$ cat src/rtl/fir_seq.sv
// Sequencer for the fir block: winds TAPS weights, loads TAPS data words, runs for
// run_len cycles and forwards run_len results. Strobes/results are 1 cycle behind their inputs.
module fir_seq #(
  parameter int TAPS    = 16,
  parameter int DW      = 16,
  parameter int RUN_W   = 8,
  parameter int TIMEOUT = 64
) (
  input  logic             clk,
  input  logic             rst,
  input  logic             start,
  input  logic [RUN_W-1:0] run_len,
  input  logic             cfg_valid,
  output logic             cfg_ready,
  input  logic [DW-1:0]    cfg_data,
  output logic             fir_wind,
  output logic             fir_load,
  output logic             fir_in_valid,
  output logic [DW-1:0]    fir_data,
  input  logic             fir_out_valid,
  input  logic [DW-1:0]    fir_out,
  output logic             res_valid,
  output logic [DW-1:0]    res_data,
  output logic             busy,
  output logic             done,
  output logic             err
);

  localparam int CW = $clog2(TAPS) + 1;
  localparam int TW = $clog2(TIMEOUT) + 1;

  typedef enum logic [2:0] {IDLE, WIND, LOAD, RUN, DRAIN} state_t;

  state_t           state;
  logic [CW-1:0]    word_cnt;
  logic [RUN_W-1:0] run_len_q;
  logic [RUN_W-1:0] run_cnt;
  logic [RUN_W-1:0] res_cnt;
  logic [TW-1:0]    idle_cnt;
  logic             accept;
  logic             counted;
  logic             res_full;

  assign cfg_ready = (state == WIND) || (state == LOAD);
  assign busy      = (state != IDLE);
  assign accept    = cfg_valid && cfg_ready;
  // res_cnt never exceeds run_len_q, so the increment below cannot wrap
  assign counted   = fir_out_valid && ((state == RUN) || (state == DRAIN)) && (res_cnt != run_len_q);
  assign res_full  = ((res_cnt + {{(RUN_W-1){1'b0}}, counted}) == run_len_q);

  always_ff @(posedge clk or posedge rst) begin
    if (rst) begin
      state        <= IDLE;
      word_cnt     <= '0;
      run_len_q    <= '0;
      run_cnt      <= '0;
      res_cnt      <= '0;
      idle_cnt     <= '0;
      fir_wind     <= 1'b0;
      fir_load     <= 1'b0;
      fir_in_valid <= 1'b0;
      fir_data     <= '0;
      res_valid    <= 1'b0;
      res_data     <= '0;
      done         <= 1'b0;
      err          <= 1'b0;
    end else begin
      fir_wind     <= 1'b0;
      fir_load     <= 1'b0;
      fir_in_valid <= 1'b0;
      done         <= 1'b0;
      res_valid    <= counted;
      if (counted) begin
        res_data <= fir_out;
        res_cnt  <= res_cnt + 1'b1;
      end
      if ((state == DRAIN) && !fir_out_valid) idle_cnt <= idle_cnt + 1'b1;
      else                                    idle_cnt <= '0;

      case (state)
        IDLE: begin
          if (start) begin
            state     <= WIND;
            run_len_q <= run_len;
            word_cnt  <= '0;
            run_cnt   <= '0;
            res_cnt   <= '0;
            err       <= 1'b0;
          end
        end
        WIND: begin
          if (accept) begin
            fir_data <= cfg_data;
            fir_wind <= 1'b1;
            if (word_cnt == CW'(TAPS - 1)) begin
              word_cnt <= '0;
              state    <= LOAD;
            end else begin
              word_cnt <= word_cnt + 1'b1;
            end
          end
        end
        LOAD: begin
          if (accept) begin
            fir_data <= cfg_data;
            fir_load <= 1'b1;
            if (word_cnt == CW'(TAPS - 1)) begin
              word_cnt <= '0;
              state    <= RUN;
            end else begin
              word_cnt <= word_cnt + 1'b1;
            end
          end
        end
        RUN: begin
          // a zero-length job still spends this cycle here so done trails the last load strobe
          if (run_len_q == '0) begin
            state <= IDLE;
            done  <= 1'b1;
          end else begin
            fir_in_valid <= 1'b1;
            if (run_cnt == run_len_q - 1'b1) state   <= DRAIN;
            else                             run_cnt <= run_cnt + 1'b1;
          end
        end
        DRAIN: begin
          if (res_full) begin
            state <= IDLE;
            done  <= 1'b1;
          end else if (!fir_out_valid && (idle_cnt == TW'(TIMEOUT - 1))) begin
            state <= IDLE;
            done  <= 1'b1;
            err   <= 1'b1;
          end
        end
        default: state <= IDLE;
      endcase
    end
  end

endmodule

$ cat config.mk
export PLATFORM = sky130hd
export DESIGN_NAME = fir_seq
export DESIGN_NICKNAME = d
export VERILOG_FILES = /design/src/rtl/fir_seq.sv
export SDC_FILE = /design/constraint.sdc
export NUM_CORES = 1
export LEC_CHECK = 0
export CORE_MARGIN = 1.5
export CORE_UTILIZATION = 50
export CTS_BUF_LIST = sky130_fd_sc_hd__clkbuf_8
export CTS_CLUSTER_DIAMETER = 80
export CTS_CLUSTER_SIZE = 10
export DETAILED_ROUTE_END_ITERATION = 12
export PLACE_DENSITY = 0.8
export SLEW_MARGIN = 20
export SYNTH_ARGS = -nofsm -noshare
export SYNTH_HDL_FRONTEND = slang
export SYNTH_SLANG_ARGS = --single-unit
$ cat constraint.sdc
create_clock -name clk -period 7.8 [get_ports clk]
set_clock_uncertainty 0.15 [all_clocks]
set_input_delay 1.56 -clock clk [delete_from_list [all_inputs] [get_ports clk]]
set_output_delay 1.56 -clock clk [all_outputs]
set_load 0.02 [all_outputs]
==> impl_metrics.tcl <==
set metrics [dict create \
    status "complete, no violations" \
    drv_cap 0 \
    syn_inst 351 \
    tns_ns 0 \
    grt_pass1_wl_um 14100 \
    io-pin-count 85 \
    grt_usage_pct 21.6 \
    ys_warn_count 0 \
    cts_root_buf "clkbuf_8" \
    period_share_pct 61.8 \
    layout_common_cells "84 x clkdlybuf4s50_1, 77 x dfrtp_1, 41 x nand2_1" \
    nets 482 \
    layout_commonest_cell "clkdlybuf4s50_1" \
    end_kind "register" \
    grt-ovfl-total 0 \
    hold_violations 0 \
    slowest_delay_ns 0.58 \
    dieArea_um2 8150 \
    clock_sinks 77 \
    dp_hpwl_um 5690 \
    dr.pass1.iters 7 \
    fmax_mhz 208 \
    fp.dieW_um 90.3 \
    cts.clk_slew.worst_paths_ns 0.09 \
    synthArstFlopShare_pct 100 \
    dr_wl_met2_um 3830 \
    yosys_most_used_dff "dfrtp_1" \
    grt_pass1_vias 2898 \
    htree_levels 3 \
    wl_met1_um 3610 \
    cp_slowest_cell "o221a_2" \
    worst-setup-path-type "in2reg" \
    ys_ff_latch 77 \
    num_rows 31 \
    finalMaxSlewViolations 0 \
    cts_setup_buffers 0 \
    worst_pin_slew_ns 0.944 \
    crit_path_max_fanout 25 \
    required_ns 7.89 \
    cts_hold_buffers 0 \
    hp-class "reg2reg" \
    start_util_pct 52.2 \
    drt_iter0_drc 177 \
    syn_avg_cell_area_um2 10.9 \
    yosysUniqueCellTypes 50 \
    worstSetupStartpointType "primary input" \
    cts_resized 0 \
    synth_seq_area_share_pct 50.6 \
    diodes 0 \
    gp_congestion 0.896 \
    drive_gt1_share_pct 12.9 \
    die-height_um 90.3 \
    synthesis.nets 404 \
    viasPerCell 5.32 \
    cpMostUsedCell "ha_1" \
    dr_wl_met3_um 508 \
    antenna_found_initial 0 \
    cts-buffers-inserted 9 \
    dp_slack_ns 2.64 \
    fin_ws_ns 2.98 \
    p_leak_uw 0.00212 \
    worstPathArrival_ns 4.90 \
    via_count 2834 \
    cts_buffer_depth 2 \
    peakVddDrop_uv 216 \
    clk_latency_ns 0.35 \
    power_density_nw_per_um2 382 \
    final_antenna_net_count 0 \
    syn-cell-area_um2 3810 \
    top_layer_used "met4" \
    finalSetupViolCount 0 \
    portBuffers 84 \
    synth_edf_count 0 \
    core_um2 7290 \
    crit_chain "clkdlybuf4s50_1 -> o221a_2 -> ha_1 -> ha_1 -> nand2_1 -> or3_1 -> a211o_1 -> nor4_4 -> o31ai_2 -> nor2_4 -> mux2_1" \
    synthToLayoutAreaGrowth_pct 29.5 \
    grt_max_degree 78 \
    drc 0 \
    slew_headroom_pct 37.1 \
    wirelength_um 8120 \
    wl_per_cell_um 15.2 \
    cts_tree "done" \
    final.min_clock_period_ns 4.82 \
    grt_setup_unrepaired "no" \
]
cells in the mapped netlist, drive strengths merged (6+ instances only):
cell type / instances / share of area [%]
nand3: 14 / 1.8
inv: 7 / 0.69
ha: 8 / 2.6
and2: 6 / 0.99
mux2: 34 / 10
xnor2: 20 / 4.6
and3: 7 / 1.1
nor2: 29 / 3.1
nand2: 41 / 4.0
dfrtp: 77 / 51
mux2i: 9 / 2.4
clkbuf: 13 / 1.3
nor3: 8 / 1.1
o21ai: 10 / 1.3
xor2: 15 / 3.4
nand4: 7 / 1.1
metal layers:
layer,vias up,GRT usage (%)
met3,19,6.73
li1,1382,-
met1,1344,27.8
met2,89,34.5
met5,-,0
met4,0,7.14
path summary, 6_finish.rpt:
| path | start | to | slack (ns) | cells after the start |
|---|---|---|---|---|
| max | fir_out_valid | state[1] | 2.98 | 11 |
| min | idle_cnt[0] | idle_cnt[0] | 0.34 | 1 |
| max reg2reg | run_len_q[2] | state[1] | 3.75 | 12 |
| min reg2reg | idle_cnt[0] | idle_cnt[0] | 0.34 | 1 |
| max in group asynchronous | rst | run_cnt[2] | 5.22 | 3 |
| min in group asynchronous | rst | res_data[8] | 1.67 | 3 |
stage by stage:
step | area (um2) | hold WS (ns) | utilization (%) | power (uW) | instances
after CTS | 4930 | 0.341 | 67.6 | 1900 | 533
after detailed placement | 4710 | 0.328 | 64.6 | 1550 | 517
after global routing | 4930 | 0.372 | 67.6 | 2000 | 533
after global placement | 4710 | 0.325 | 64.6 | 1520 | 517
final | 4930 | 0.340 | 67.6 | 1880 | 533
after floorplan | 3810 | 0.296 | - | 1230 | 351
kinds of logic after synthesis:
kind of cell / synth area share [%]
DFF: 50.6
xor gates and xnor gates: 8.05
and+or+nand+nor: 17.1
adders and majority gates: 2.63
muxes: 12.4
AOI/OAI and AO/OA: 6.70
buffers and inverters: 2.56
worst max-delay path, delay by kind of cell:
kind	cells	cell delay (ns)
buf+inv	1	0.49
simple gates	4	0.87
fa+ha+maj	2	0.59
compound gates	3	1.04
mux	1	0.33
where the power goes:
group | total [uW] | internal, uW | switching (uW)
registers | 671 | 534 | 138
clock network | 337 | 182 | 155
logic | 873 | 441 | 432
total | 1880 | 1160 | 725
cell type report:
class | count | area (um2)
multi-input combinational | 249 | 1780
clock buffer | 9 | 124
clock inverter | 7 | 97.6
inverter | 7 | 26.3
timing repair buffer | 85 | 848
sequential | 77 | 1930
fill | 575 | 2360
tap | 99 | 124
state kept, by name, summed over array words and instances, names as in the netlist:
signal,flops
done,1
err,1
fir_data,16
fir_in_valid,1
fir_load,1
fir_wind,1
idle_cnt,7
res_cnt,8
res_data,16
res_valid,1
run_cnt,8
run_len_q,8
state,3
word_cnt,5
Power figures use the tool's default switching activity.
